File: src/rtl/pipe_hazard_ctrl_if.sv
// Control bundle between the hazard controller and the pipeline stage registers,
// memory handshakes and performance counters.
interface pipe_hazard_ctrl_if #(
  parameter int STAGE_NUM = 6,
  parameter int CNT_W     = 32
);
  logic [4:0]           id_rs1_addr;
  logic [4:0]           id_rs2_addr;
  logic                 id_rs1_used;
  logic                 id_rs2_used;
  logic [4:0]           ex_rd;
  logic                 ex_wreg;
  logic                 ex_memrd;
  logic                 ex_branch_taken;
  logic                 imem_req;
  logic                 imem_ready;
  logic                 dmem_req;
  logic                 dmem_ready;
  logic                 perf_clr;
  logic [STAGE_NUM-1:0] stall;
  logic                 flush;
  logic                 squash_fetch;
  logic [CNT_W-1:0]     cnt_lu;
  logic [CNT_W-1:0]     cnt_imem;
  logic [CNT_W-1:0]     cnt_dmem;
  logic [CNT_W-1:0]     cnt_flush;

  modport slave (
    input  id_rs1_addr, id_rs2_addr, id_rs1_used, id_rs2_used,
    input  ex_rd, ex_wreg, ex_memrd, ex_branch_taken,
    input  imem_req, imem_ready, dmem_req, dmem_ready, perf_clr,
    output stall, flush, squash_fetch,
    output cnt_lu, cnt_imem, cnt_dmem, cnt_flush
  );

  modport master (
    output id_rs1_addr, id_rs2_addr, id_rs1_used, id_rs2_used,
    output ex_rd, ex_wreg, ex_memrd, ex_branch_taken,
    output imem_req, imem_ready, dmem_req, dmem_ready, perf_clr,
    input  stall, flush, squash_fetch,
    input  cnt_lu, cnt_imem, cnt_dmem, cnt_flush
  );
endinterface

File: src/rtl/pipe_hazard_ctrl.sv
// Pipeline hazard controller: prioritised stall/flush selection, in-flight fetch
// squashing after redirects, and per-cause performance counters.
module pipe_hazard_ctrl #(
  parameter int STAGE_NUM = 6,
  parameter int CNT_W     = 32
) (
  input logic               clk,
  input logic               rstn,
  pipe_hazard_ctrl_if.slave bus
);

  typedef enum logic {RUN, FETCH_WAIT} state_t;

  state_t state_reg, state_next;
  logic   squash_pending_reg, squash_pending_next;
  logic   dmem_wait, imem_wait, lu;
  logic   sel_dmem, sel_lu, sel_imem, flush_int, squash_int;

  assign dmem_wait = bus.dmem_req & ~bus.dmem_ready;
  assign imem_wait = (state_reg == FETCH_WAIT) & ~bus.imem_ready;
  assign lu = bus.ex_memrd & bus.ex_wreg & (bus.ex_rd != 5'd0) &
              ((bus.id_rs1_used & (bus.id_rs1_addr == bus.ex_rd)) |
               (bus.id_rs2_used & (bus.id_rs2_addr == bus.ex_rd)));

  always_ff @(posedge clk or negedge rstn) begin
    if (!rstn) begin
      state_reg          <= RUN;
      squash_pending_reg <= 1'b0;
    end else begin
      state_reg          <= state_next;
      squash_pending_reg <= squash_pending_next;
    end
  end

  always_comb begin
    sel_dmem            = 1'b0;
    sel_lu              = 1'b0;
    sel_imem            = 1'b0;
    flush_int           = 1'b0;
    state_next          = state_reg;
    squash_pending_next = squash_pending_reg;

    // A taken branch waiting behind a data stall is re-evaluated once MEM frees up.
    if (dmem_wait)                sel_dmem  = 1'b1;
    else if (bus.ex_branch_taken) flush_int = 1'b1;
    else if (lu)                  sel_lu    = 1'b1;
    else if (imem_wait)           sel_imem  = 1'b1;

    case (state_reg)
      RUN:        if (bus.imem_req & ~bus.imem_ready) state_next = FETCH_WAIT;
      FETCH_WAIT: if (bus.imem_ready & ~bus.imem_req) state_next = RUN;
      default:    state_next = RUN;
    endcase

    squash_int = bus.imem_ready & (squash_pending_reg | flush_int);
    if (squash_int)
      squash_pending_next = 1'b0;
    else if (flush_int & (state_reg == FETCH_WAIT))
      squash_pending_next = 1'b1;
  end

  wire [STAGE_NUM-1:0] stall_vec;
  for (genvar gi = 0; gi < STAGE_NUM; gi++) begin : g_stall
    assign stall_vec[gi] = ((gi <= 4) & sel_dmem) | ((gi <= 2) & sel_lu) |
                           ((gi <= 1) & sel_imem);
  end

  assign bus.stall        = stall_vec;
  assign bus.flush        = flush_int;
  assign bus.squash_fetch = squash_int;

  // Counter slots: 0 load-use, 1 fetch wait, 2 data wait, 3 flush.
  logic [CNT_W-1:0] cnt_reg [4];
  wire  [3:0]       cnt_inc = {flush_int, sel_dmem, sel_imem, sel_lu};

  for (genvar gi = 0; gi < 4; gi++) begin : g_cnt
    always_ff @(posedge clk or negedge rstn) begin
      if (!rstn)
        cnt_reg[gi] <= '0;
      else if (bus.perf_clr)
        cnt_reg[gi] <= '0;
      else if (cnt_inc[gi])
        cnt_reg[gi] <= cnt_reg[gi] + CNT_W'(1);
    end
  end

  assign bus.cnt_lu    = cnt_reg[0];
  assign bus.cnt_imem  = cnt_reg[1];
  assign bus.cnt_dmem  = cnt_reg[2];
  assign bus.cnt_flush = cnt_reg[3];

endmodule

File: src/flat_wrapper.sv
// flat-port wrapper written by rule: the top's interface ports become plain ports
module pipe_hazard_ctrl_flat 
#(
  parameter int STAGE_NUM = 6,
  parameter int CNT_W     = 32
)
  (clk, rstn, bus_id_rs1_addr, bus_id_rs2_addr, bus_id_rs1_used, bus_id_rs2_used, bus_ex_rd, bus_ex_wreg, bus_ex_memrd, bus_ex_branch_taken, bus_imem_req, bus_imem_ready, bus_dmem_req, bus_dmem_ready, bus_perf_clr, bus_stall, bus_flush, bus_squash_fetch, bus_cnt_lu, bus_cnt_imem, bus_cnt_dmem, bus_cnt_flush);
  pipe_hazard_ctrl_if #(.STAGE_NUM(STAGE_NUM), .CNT_W(CNT_W)) bus_i ();
  input logic clk;
  input logic rstn;
  input wire logic [$bits(bus_i.id_rs1_addr)-1:0] bus_id_rs1_addr;
  input wire logic [$bits(bus_i.id_rs2_addr)-1:0] bus_id_rs2_addr;
  input wire logic [$bits(bus_i.id_rs1_used)-1:0] bus_id_rs1_used;
  input wire logic [$bits(bus_i.id_rs2_used)-1:0] bus_id_rs2_used;
  input wire logic [$bits(bus_i.ex_rd)-1:0] bus_ex_rd;
  input wire logic [$bits(bus_i.ex_wreg)-1:0] bus_ex_wreg;
  input wire logic [$bits(bus_i.ex_memrd)-1:0] bus_ex_memrd;
  input wire logic [$bits(bus_i.ex_branch_taken)-1:0] bus_ex_branch_taken;
  input wire logic [$bits(bus_i.imem_req)-1:0] bus_imem_req;
  input wire logic [$bits(bus_i.imem_ready)-1:0] bus_imem_ready;
  input wire logic [$bits(bus_i.dmem_req)-1:0] bus_dmem_req;
  input wire logic [$bits(bus_i.dmem_ready)-1:0] bus_dmem_ready;
  input wire logic [$bits(bus_i.perf_clr)-1:0] bus_perf_clr;
  output wire logic [$bits(bus_i.stall)-1:0] bus_stall;
  output wire logic [$bits(bus_i.flush)-1:0] bus_flush;
  output wire logic [$bits(bus_i.squash_fetch)-1:0] bus_squash_fetch;
  output wire logic [$bits(bus_i.cnt_lu)-1:0] bus_cnt_lu;
  output wire logic [$bits(bus_i.cnt_imem)-1:0] bus_cnt_imem;
  output wire logic [$bits(bus_i.cnt_dmem)-1:0] bus_cnt_dmem;
  output wire logic [$bits(bus_i.cnt_flush)-1:0] bus_cnt_flush;
  assign bus_i.id_rs1_addr = bus_id_rs1_addr;
  assign bus_i.id_rs2_addr = bus_id_rs2_addr;
  assign bus_i.id_rs1_used = bus_id_rs1_used;
  assign bus_i.id_rs2_used = bus_id_rs2_used;
  assign bus_i.ex_rd = bus_ex_rd;
  assign bus_i.ex_wreg = bus_ex_wreg;
  assign bus_i.ex_memrd = bus_ex_memrd;
  assign bus_i.ex_branch_taken = bus_ex_branch_taken;
  assign bus_i.imem_req = bus_imem_req;
  assign bus_i.imem_ready = bus_imem_ready;
  assign bus_i.dmem_req = bus_dmem_req;
  assign bus_i.dmem_ready = bus_dmem_ready;
  assign bus_i.perf_clr = bus_perf_clr;
  assign bus_stall = bus_i.stall;
  assign bus_flush = bus_i.flush;
  assign bus_squash_fetch = bus_i.squash_fetch;
  assign bus_cnt_lu = bus_i.cnt_lu;
  assign bus_cnt_imem = bus_i.cnt_imem;
  assign bus_cnt_dmem = bus_i.cnt_dmem;
  assign bus_cnt_flush = bus_i.cnt_flush;
  pipe_hazard_ctrl #(.STAGE_NUM(STAGE_NUM), .CNT_W(CNT_W)) u_core (.clk(clk), .rstn(rstn), .bus(bus_i));
endmodule
File: config.mk
export PLATFORM = sky130hd
export DESIGN_NAME = pipe_hazard_ctrl_flat
export DESIGN_NICKNAME = d
export VERILOG_FILES = /design/src/rtl/pipe_hazard_ctrl_if.sv /design/src/rtl/pipe_hazard_ctrl.sv /design/src/flat_wrapper.sv
export SDC_FILE = /design/constraint.sdc
export NUM_CORES = 1
export LEC_CHECK = 0
export BUFFER_PORTS_ARGS = -buffer_cell sky130_fd_sc_hd__buf_2
export CAP_MARGIN = 20
export CORE_ASPECT_RATIO = 0.7
export CORE_UTILIZATION = 25
export DETAILED_ROUTE_END_ITERATION = 10
export HOLD_SLACK_MARGIN = 0.02
export PLACE_DENSITY = 0.48
export SLEW_MARGIN = 40
export SYNTH_ARGS = -nofsm -noshare
export SYNTH_HDL_FRONTEND = slang
export SYNTH_SLANG_ARGS = --single-unit
File: constraint.sdc
create_clock -name clk -period 6.7 [get_ports clk]
set_clock_uncertainty 0.2 [all_clocks]
set_input_delay 0.67 -clock clk [delete_from_list [all_inputs] [get_ports clk]]
set_output_delay 0.67 -clock clk [all_outputs]
set_load 0.02 [all_outputs]
==> flow_metrics.py, run 1 <==
metrics = {
    "setup_path": {
        "cpPeakStageDelay_ns": 0.47,
        "cp_cell_sequence": "buf_2, nand2b_1, inv_2, nor2_4, nand3b_2, a21o_1, nand2b_1, buf_2",
        "crit_required_ns": 5.83,
        "critical_path_buf_inv_count": 3,
        "startpoint_type": "input pin",
        "worst-endpoint-arrival_ns": 2.63,
        "critical_path_class": "input pin to output pin",
        "path_delay_family": "simple AND/OR/NAND/NOR gates",
        "timing.critical_path.slowest_stage_cell": "a21o_1",
        "type_of_element_capturing_the_critical_path": "output pin",
        "timing.critical_path.fanout_max": 23,
    },
    "route": {
        "highest-signal-layer": "met4",
        "route.detailed.drc": 0,
        "drt_met1_wl_um": 10300,
        "met2_length_um": 7920,
        "wirelength_um": 19500,
        "drt_first_iter_violations": 330,
        "routed_wire_length_per_instance_um": 15.7,
        "via_per_inst": 4.68,
        "wl_met3_um": 1020,
        "antenna_nets_post_route": 0,
        "drt_first_pass_iters": 5,
        "dr_total_vias": 5816,
    },
    "synthesis": {
        "synth_simple_gate_area_share_pct": 25.6,
        "synth_flop_cell": "dfrtp_1",
        "synth_async_sr_flop_share_pct": 100,
        "synth_compound_area_share_pct": 10.9,
        "synth_fp_nets": 746,
        "yosys_register_bits": 130,
        "yosys.area_share.xor_xnor_pct": 10.7,
        "synth.yosys.seq_area_share_pct": 48.6,
        "syn_area_per_cell_sq_um": 9.36,
        "yosysWarnings": 0,
        "synthMuxAreaShare_pct": 0.468,
        "synthTopCellsByArea": "dfrtp_1 (49%), xor2_1 (6.0%), nor2_1 (4.7%)",
        "synth-edff-count": 0,
        "post_synth_fa_ha_maj_area_fraction_pct": 0.748,
        "synth.cell_area_sq_mm": 0.00669,
        "synth_top_area_share_pct": 48.6,
        "synth_area_leader_cell": "dfrtp_1",
        "dominant_combinational_cell_family_by_area_after_synthesis": "simple AND/OR/NAND/NOR gates",
        "synthCells": 715,
        "synthDistinctLibCells": 44,
    },
    "global_routing": {
        "largest_net_degree_at_the_start_of_global_routing": 83,
        "number_of_global_route_vias_before_repair": 5514,
        "grt.total_usage_pct": 14.6,
        "globalRouteOverflowTotal": 0,
        "initial_antenna_violation_count": 2,
        "wire_length_of_the_first_global_routing_pass_um": 31600,
    },
    "cells_and_area": {
        "seqCellArea_sq_mm": 0.00325,
        "drive_gt1_share_pct": 23.4,
        "stdcell_count": 1242,
        "nFillCells": 2760,
        "multi_input_gate_area_sq_mm": 0.00326,
        "area_growth_pct": 27.8,
        "finalNetCount": 901,
    },
    "clock_tree": {
        "cts_tree": "yes",
        "cts.repair.resized": 0,
        "cts_setup_buffers": 0,
        "cts.reportedPaths.clkPinSlew_ns": 0.06,
        "cts_made_buffers": 17,
        "clockBufferDepth": 2,
        "worst_skew_pair.late_latency_ns": 0.42,
        "clock_tree.htree_level_count": 4,
        "clkSinkCount": 130,
        "cts-root-buf": "clkbuf_16",
        "cts.hold.buffers_added": 0,
    },
    "placed_design": {
        "pre_cts_ws_ns": 3.12,
        "gp_routability_congestion": 0.747,
        "hpwlAfterDp_um": 13400,
        "placed_cells_incl_taps": 1208,
        "place.port_buffers": 161,
    },
    "pwr": {
        "combinationalPowerShare_pct": 4.4,
        "totalPowerFinal_uw": 1940,
        "sequentialPowerShare_pct": 40.9,
        "power.static_leakage_uw": 0.00386,
        "max-vdd-ir-drop_mv": 0.165,
        "sw_frac_of_total_pct": 22.2,
        "netSwitchingPower_uw": 431,
        "cell_internal_pwr_uw": 1510,
        "clockPowerShare_pct": 54.7,
        "power_density_mw_per_mm2": 227,
    },
    "timing": {
        "tns_setup_ns": 0,
        "finalHoldViolations": 0,
        "max_slew_margin_pct": 48.8,
        "timing.final.max_slew_violations": 0,
        "timing.final.crit_period_ns": 3.50,
        "setup_viol": 0,
        "postLayoutSetupSlackWorst_ns": 3.20,
        "post-route-period-util_pct": 52.2,
        "rsz0062_at_grt": "no",
        "worst_slew_pin_slew_ns": 0.767,
        "max_freq_mhz": 286,
    },
    "die": {
        "die-width_um": 198,
        "initial_utilization_pct": 25.7,
        "design.die.area_sq_mm": 0.0274,
        "die-height_um": 139,
        "core_area_sq_mm": 0.0260,
        "row_count": 49,
        "pin_count": 163,
    },
    "job": {
        "maxCapViolCount": 0,
    },
    "hold_path": {
        "holdCritPathClass": "input pin to asynchronous set/reset pin",
    },
    "run_status": {
        "run_status": "complete, no violations",
    },
}
## worst reg2reg max path, stage by stage, from the launching register on
cell and delay, ns:
dfrtp_1 0.47, and3_1 0.27, nand3_1 0.25, nand2b_1 0.33, a211o_1 0.42, or4_1 0.51, a21oi_1 0.15
## cells by family after synthesis
group	Yosys count
AND/OR/NAND/NOR	327
flip-flops	130
AO/OA/AOI/OAI	124
XOR/XNOR	82
buffers and inverters	44
adder cells (fa/ha/maj)	4
multiplexers	3
other	1
## layout make-up
class / instances / share of cell area, %
Multi-Input combinational cell: 541 / 38.2
Sequential cell: 130 / 38.1
Timing Repair Buffer: 167 / 10.1
Clock buffer: 22 / 5.67
Tap cell: 357 / 5.23
Clock inverter: 10 / 2.08
Inverter: 13 / 0.571
Antenna cell: 2 / 0.0586
## final timing paths
path,slack [ns],from,endpoint,depth (start not counted)
max reg2reg,4.03,u_core.bus.cnt_imem[2],u_core.bus.cnt_imem[31],6
min reg2reg,0.30,u_core.squash_pending_reg,u_core.squash_pending_reg,2
max,3.20,bus_dmem_ready,bus_stall[0],8
min,0.04,rstn,u_core.bus.cnt_lu[23],1
max in group asynchronous,5.19,rstn,u_core.bus.cnt_flush[31],2
min in group clk,0.28,bus_imem_req,u_core.state_reg,3
## synthesized netlist by cell type, types with 20 or more instances
master,number
a21oi_1,58
xnor2_1,36
clkbuf_1,22
o21ai_0,33
nand3_1,40
or4_1,20
nor2_1,84
nand2_1,61
dfrtp_1,130
or3_1,31
xor2_1,46
nand4_1,31
## power groups by stage
stage / clock network, uW / registers (uW) / logic (uW)
after floorplan: 0 / 809 / 42.2
after detailed placement: 0 / 807 / 88.9
final: 1060 / 793 / 85.4
after global routing: 1130 / 793 / 97.0
after CTS: 1090 / 793 / 89.0
after global placement: 0 / 807 / 88.0
## per-stage QoR
step           util [%]  cell area, sq um  hold WS, ns
2_1_floorplan         -              6690        0.174
3_3_place_gp       30.2              7860        0.280
3_5_place_dp       30.3              7880        0.291
4_1_cts            32.9              8540       0.0555
5_1_grt            32.9              8540       0.0772
6_report           32.9              8550       0.0358
## layer usage
metal,track usage [%],vias up
met5,0,-
met2,19.7,108
met3,4.35,12
met4,3.79,0
li1,-,2883
met1,22.3,2813
## layout by cell type (no fill, tap or decap), types with 6 or more instances in the layout
master     count
and3_1        18
nand4_1       31
o21ai_0       33
xnor2_1       36
or3_1         31
clkbuf_16     17
or4_1         20
xor2_1        46
buf_2        159
inv_1         12
and4_1        14
o31ai_1       19
a21oi_1       58
nand2_1       61
nand3_1       40
nor2_1        84
and2_1         6
dfrtp_1      130
(Power assumes the default switching activity.)
==> inputs of run 2 (changes only) <==
Clock period 6.7 ns to 3.4 ns, I/O delays scaled along.
==> run 2 against run 1 <==
Cell area increased by 0.32%; highest routed layer unchanged; core utilization grew 0.11 points; global-route usage barely moved.
==> flow_metrics.py, run 2 (synthesized netlist as in run 1, its figures left out) <==
metrics = {
    "setup_path": {
        "timing.critical_path.slowest_stage_cell": "dlygate4sd3_1",
        "crit_required_ns": 2.86,
        "timing.critical_path.fanout_max": 23,
        "cp_cell_sequence": "dlygate4sd3_1, buf_2, nand3b_2, a21o_1, nand2b_1, buf_2",
        "regToRegSetupSlack_ns": 0.76,
        "timing.reg2reg.worst_path_depth": 6,
        "reg_to_reg_critical_path_endpoint": "u_core.bus.cnt_imem[31]",
        "worst-endpoint-arrival_ns": 2.30,
        "critical_path_buf_inv_count": 3,
        "type_of_element_capturing_the_critical_path": "output pin",
        "critical_path_class": "input pin to output pin",
        "timing.rr.start": "u_core.bus.cnt_imem[2]",
        "cpPeakStageDelay_ns": 0.54,
        "path_delay_family": "buffers and inverters",
        "cp_dominant_cell_by_count": "buf_2",
        "startpoint_type": "input pin",
    },
    "cells_and_area": {
        "final_common_cell": "buf_2",
        "commonest_cells_after_routing_fill_and_taps_aside": "buf_2 (159), dfrtp_1 (130), nor2_1 (84)",
        "finalNetCount": 915,
        "area_growth_pct": 28.2,
        "nFillCells": 2762,
        "antennaDiodeCount": 0,
        "drive_gt1_share_pct": 23.4,
        "finalCoreUtilization_pct": 33.0,
        "layout.cell_area.non_filler_sq_mm": 0.00857,
        "stdcell_count": 1253,
    },
    "pwr": {
        "clockPowerShare_pct": 51.4,
        "power.static_leakage_uw": 0.00389,
        "power_density_mw_per_mm2": 418,
        "max-vdd-ir-drop_mv": 0.343,
        "combinationalPowerShare_pct": 5.0,
        "netSwitchingPower_uw": 828,
        "cell_internal_pwr_uw": 2760,
        "sequentialPowerShare_pct": 43.6,
        "sw_frac_of_total_pct": 23.1,
    },
    "timing": {
        "tns_setup_ns": 0,
        "finalHoldViolations": 0,
        "worst_slew_pin_slew_ns": 0.774,
        "timing.final.crit_period_ns": 2.84,
        "max_slew_margin_pct": 48.3,
        "rsz0062_at_grt": "no",
        "post-route-period-util_pct": 83.6,
        "max_freq_mhz": 352,
        "setup_viol": 0,
        "finalHoldWorstSlack_ns": 0.189,
        "timing.final.max_slew_violations": 0,
    },
    "route": {
        "dr_total_vias": 5948,
        "drt_first_iter_violations": 215,
        "drt_first_pass_iters": 4,
        "routed_wire_length_per_instance_um": 15.4,
        "antenna_nets_post_route": 0,
        "wirelength_um": 19300,
        "via_per_inst": 4.75,
        "route.detailed.drc": 0,
    },
    "die": {
        "core_area_sq_mm": 0.0260,
        "pin_count": 163,
        "die-height_um": 139,
        "row_count": 49,
        "initial_utilization_pct": 25.7,
        "design.die.area_sq_mm": 0.0274,
        "die-width_um": 198,
    },
    "global_routing": {
        "largest_net_degree_at_the_start_of_global_routing": 68,
        "grt.total_usage_pct": 14.6,
        "initial_antenna_violation_count": 0,
        "globalRouteOverflowTotal": 0,
        "number_of_global_route_vias_before_repair": 5572,
        "wire_length_of_the_first_global_routing_pass_um": 31400,
    },
    "placed_design": {
        "gp_routability_congestion": 0.750,
        "placedInstanceArea_sq_mm": 0.00796,
        "placed_cells_incl_taps": 1218,
        "place.port_buffers": 161,
        "hpwlAfterDp_um": 13300,
    },
    "hold_path": {
        "hold-path-endpoint": "u_core.bus.cnt_lu[3]",
        "holdPathStages": 2,
        "holdCritPathClass": "input pin to register",
        "worst_hold_startpoint": "bus_perf_clr",
    },
    "clock_tree": {
        "worst_skew_pair.late_latency_ns": 0.43,
        "cts_tree": "yes",
        "clockBufferDepth": 2,
        "cts.repair.resized": 0,
        "cts-root-buf": "clkbuf_16",
        "cts_made_buffers": 17,
        "cts_setup_buffers": 0,
        "cts.reportedPaths.clkPinSlew_ns": 0.06,
        "clock_tree.htree_level_count": 4,
        "clkSinkCount": 130,
    },
    "job": {
        "maxCapViolCount": 0,
    },
    "run_status": {
        "run_status": "complete, no violations",
    },
}
[run 2: cell types whose count changed in the layout (fill, tap and decap cells not counted), sizes merged]
cell         before  now
buf             167  177
bufinv            5    2
clkbuf           22   26
clkinv            4    3
clkinvlp          1    0
diode             2    0
dlygate4sd3       0    4
[run 2: what timing repair did]
action | 4_1_cts | 5_1_grt
hold endpoints to repair | 67 | 0
endpoints found under the setup margin | 0 | 0
hold buffers | 4 | 0
[run 2: per-layer routing]
metal,global-route usage (%),share of wire [%],vias up
met1,21.9,53,2908
li1,-,-,2897
met4,4.32,0.94,0
met5,0,0,-
met2,19.9,41,131
met3,4.30,5.1,12
[run 2: area by class of cell]
type / count / area [sq um] / share of cell area, %
Multi-Input combinational cell: 541 / 3250 / 37.9
Sequential cell: 130 / 3250 / 37.9
Inverter: 13 / 48.8 / 0.569
Tap cell: 357 / 447 / 5.21
Clock inverter: 5 / 75.1 / 0.876
Clock buffer: 26 / 499 / 5.82
Timing Repair Buffer: 181 / 1000 / 11.7
[run 2: worst reg2reg max path: cells and delay by family (launching register included)]
family | cells | cell delay [ns]
AO/OA/AOI/OAI | 2 | 0.57
flip-flops | 1 | 0.46
AND/OR/NAND/NOR | 4 | 1.36
[run 2: power groups by stage]
stage / Sequential (uW) / Combinational (uW) / Clock, uW
2_1_floorplan: 1600 / 83.1 / 0
3_3_place_gp: 1590 / 182 / 0
3_5_place_dp: 1590 / 182 / 0
4_1_cts: 1560 / 187 / 1910
5_1_grt: 1560 / 203 / 1970
6_report: 1560 / 181 / 1840
[run 2: how the worst max path moves through the flow]
stage	slack, ns	depth (start not counted)	endpoint	from
3_5_place_dp	0.57	6	u_core.bus.cnt_imem[20]	bus_ex_rd[1]
6_report	0.56	6	bus_stall[0]	bus_imem_ready
2_1_floorplan	0.63	7	bus_stall[1]	bus_ex_rd[2]
4_1_cts	0.55	6	bus_stall[0]	bus_imem_ready
5_1_grt	0.44	6	bus_stall[0]	bus_imem_ready
3_3_place_gp	0.60	6	u_core.bus.cnt_imem[20]	bus_ex_rd[1]
[run 2: stage by stage]
| step | total power [uW] | setup slack (ns) |
|---|---|---|
| global route | 3740 | 0.441 |
| finish | 3590 | 0.558 |
| detailed placement | 1770 | 0.575 |
| CTS | 3660 | 0.547 |
| global placement | 1770 | 0.596 |
| floorplan | 1680 | 0.629 |
==> inputs of run 3 (changes only) <==
Settings changed: PLACE_DENSITY 0.48 to 0.5.
Clock period 3.4 ns to 2.55 ns, I/O delays scaled along.
==> run 3 against run 2 <==
Cell area increased by 2.5%; combinational power increased by 41%; non-clock buffer count increased by 21; die area unchanged; count of clock-buffer cells in the layout decreased by 7; critical path depth increased by 1; sequential cell count unchanged; global-route usage increased by 0.27 points; worst hold slack got worse by 0.12 ns.
==> flow_metrics.py, run 3 (synthesized netlist as in run 1, its figures left out) <==
metrics = {
    "timing": {
        "finalHoldViolations": 0,
        "timing.final.crit_period_ns": 2.37,
        "timing.final.max_slew_violations": 0,
        "max_slew_margin_pct": 54.9,
        "tns_setup_ns": 0,
        "rsz0062_at_grt": "no",
        "post-route-period-util_pct": 92.8,
        "worst_slew_pin_slew_ns": 0.677,
        "max_freq_mhz": 423,
        "setup_viol": 0,
    },
    "pwr": {
        "max-vdd-ir-drop_mv": 0.447,
        "power_density_mw_per_mm2": 566,
        "power.static_leakage_uw": 0.00400,
    },
    "cells_and_area": {
        "antennaDiodeCount": 0,
        "commonest_cells_after_routing_fill_and_taps_aside": "buf_2 (159), dfrtp_1 (130), nor2_1 (84)",
        "area_growth_pct": 31.4,
        "finalNetCount": 936,
        "drive_gt1_share_pct": 25.7,
        "final_common_cell": "buf_2",
        "finalCoreUtilization_pct": 33.8,
        "nFillCells": 2749,
        "stdcell_count": 1275,
    },
    "clock_tree": {
        "clock_tree.htree_level_count": 4,
        "cts-root-buf": "clkbuf_16",
        "cts_tree": "yes",
        "worst_skew_pair.late_latency_ns": 0.43,
        "cts.reportedPaths.clkPinSlew_ns": 0.06,
        "clkSinkCount": 130,
        "clockBufferDepth": 2,
        "cts_setup_buffers": 0,
        "cts.repair.resized": 0,
        "cts_made_buffers": 17,
        "cts.hold.buffers_added": 3,
    },
    "die": {
        "row_count": 49,
        "core_area_sq_mm": 0.0260,
        "die-height_um": 139,
        "die-width_um": 198,
        "pin_count": 163,
        "design.die.area_sq_mm": 0.0274,
        "initial_utilization_pct": 25.7,
    },
    "setup_path": {
        "worst-endpoint-arrival_ns": 1.91,
        "crit_required_ns": 2.10,
        "cp_dominant_cell_by_count": "buf_2",
        "startpoint_type": "input pin",
        "path_delay_family": "buffers and inverters",
        "cp_cell_sequence": "dlygate4sd3_1, buf_2, nand3b_2, a21o_1, buf_4, nand2b_1, buf_2",
        "timing.critical_path.slowest_stage_cell": "dlygate4sd3_1",
        "cpPeakStageDelay_ns": 0.54,
        "timing.critical_path.fanout_max": 7,
        "type_of_element_capturing_the_critical_path": "output pin",
        "critical_path_class": "input pin to output pin",
        "critical_path_buf_inv_count": 4,
    },
    "route": {
        "antenna_nets_post_route": 0,
        "wirelength_um": 19500,
        "routed_wire_length_per_instance_um": 15.3,
        "drt_first_iter_violations": 288,
        "via_per_inst": 4.66,
        "drt_first_pass_iters": 5,
        "route.detailed.drc": 0,
        "dr_total_vias": 5945,
    },
    "placed_design": {
        "hpwlAfterDp_um": 13800,
        "place.port_buffers": 161,
        "gp_routability_congestion": 0.756,
        "placed_cells_incl_taps": 1240,
    },
    "global_routing": {
        "number_of_global_route_vias_before_repair": 5678,
        "grt.total_usage_pct": 14.9,
        "largest_net_degree_at_the_start_of_global_routing": 77,
        "initial_antenna_violation_count": 0,
        "wire_length_of_the_first_global_routing_pass_um": 32000,
        "globalRouteOverflowTotal": 0,
    },
    "job": {
        "maxCapViolCount": 0,
    },
    "hold_path": {
        "holdCritPathClass": "input pin to asynchronous set/reset pin",
    },
    "run_status": {
        "run_status": "complete, no violations",
    },
}
==> run 3: through the flow <==
step | cell area [sq um] | worst slack [ns] | total power, uW | hold WS [ns]
floorplan | 6690 | 0.136 | 2240 | -0.241
global placement | 8140 | 0.0921 | 2380 | -0.0400
detailed placement | 8140 | 0.0913 | 2380 | -0.0415
CTS | 8790 | 0.160 | 5060 | 0.0596
global route | 8790 | 0.0810 | 5170 | 0.0764
finish | 8790 | 0.185 | 4970 | 0.0657
==> run 3: layout make-up <==
cell class / count / area [sq um] / area share [%]
Sequential cell: 130 / 3250 / 37.0
Multi-Input combinational cell: 541 / 3250 / 37.0
Timing Repair Buffer: 202 / 1170 / 13.3
Tap cell: 357 / 447 / 5.08
Clock buffer: 19 / 433 / 4.92
Clock inverter: 13 / 186 / 2.12
Inverter: 13 / 48.8 / 0.555
==> run 3: metal layers <==
metal  vias up  GRT usage, %  part of all wire, %
li1       2946             -                    -
met1      2852          22.0                   52
met3        14          4.11                  5.1
met5         -             0                    0
met4         0          4.00                 0.92
met2       133          20.9                   42
==> run 3: worst paths after layout <==
check | from | endpoint | slack (ns) | depth (start not counted)
max | bus_imem_ready | bus_stall[1] | 0.18 | 7
min | rstn | u_core.bus.cnt_lu[23] | 0.07 | 2
max reg2reg | u_core.bus.cnt_imem[14] | u_core.bus.cnt_imem[30] | 0.25 | 7
min reg2reg | u_core.squash_pending_reg | u_core.squash_pending_reg | 0.29 | 2
max in group asynchronous | rstn | u_core.bus.cnt_imem[0] | 1.33 | 3
min in group clk | bus_perf_clr | u_core.bus.cnt_imem[30] | 0.11 | 2
==> run 3: where the power goes <==
group / internal, uW / switching (uW) / total (uW)
Clock: 1640 / 1000 / 2640
Sequential: 2070 / 10.4 / 2080
Combinational: 82.8 / 173 / 256
Total: 3790 / 1180 / 4970
==> run 3: worst register-to-register path: stages (launching register included) <==
cell       delay, ns
dfrtp_1         0.45
nand4_1         0.17
nor4_1          0.42
buf_4           0.22
nand4_1         0.17
a2111oi_2       0.30
xnor2_1         0.17
nor2_1          0.05
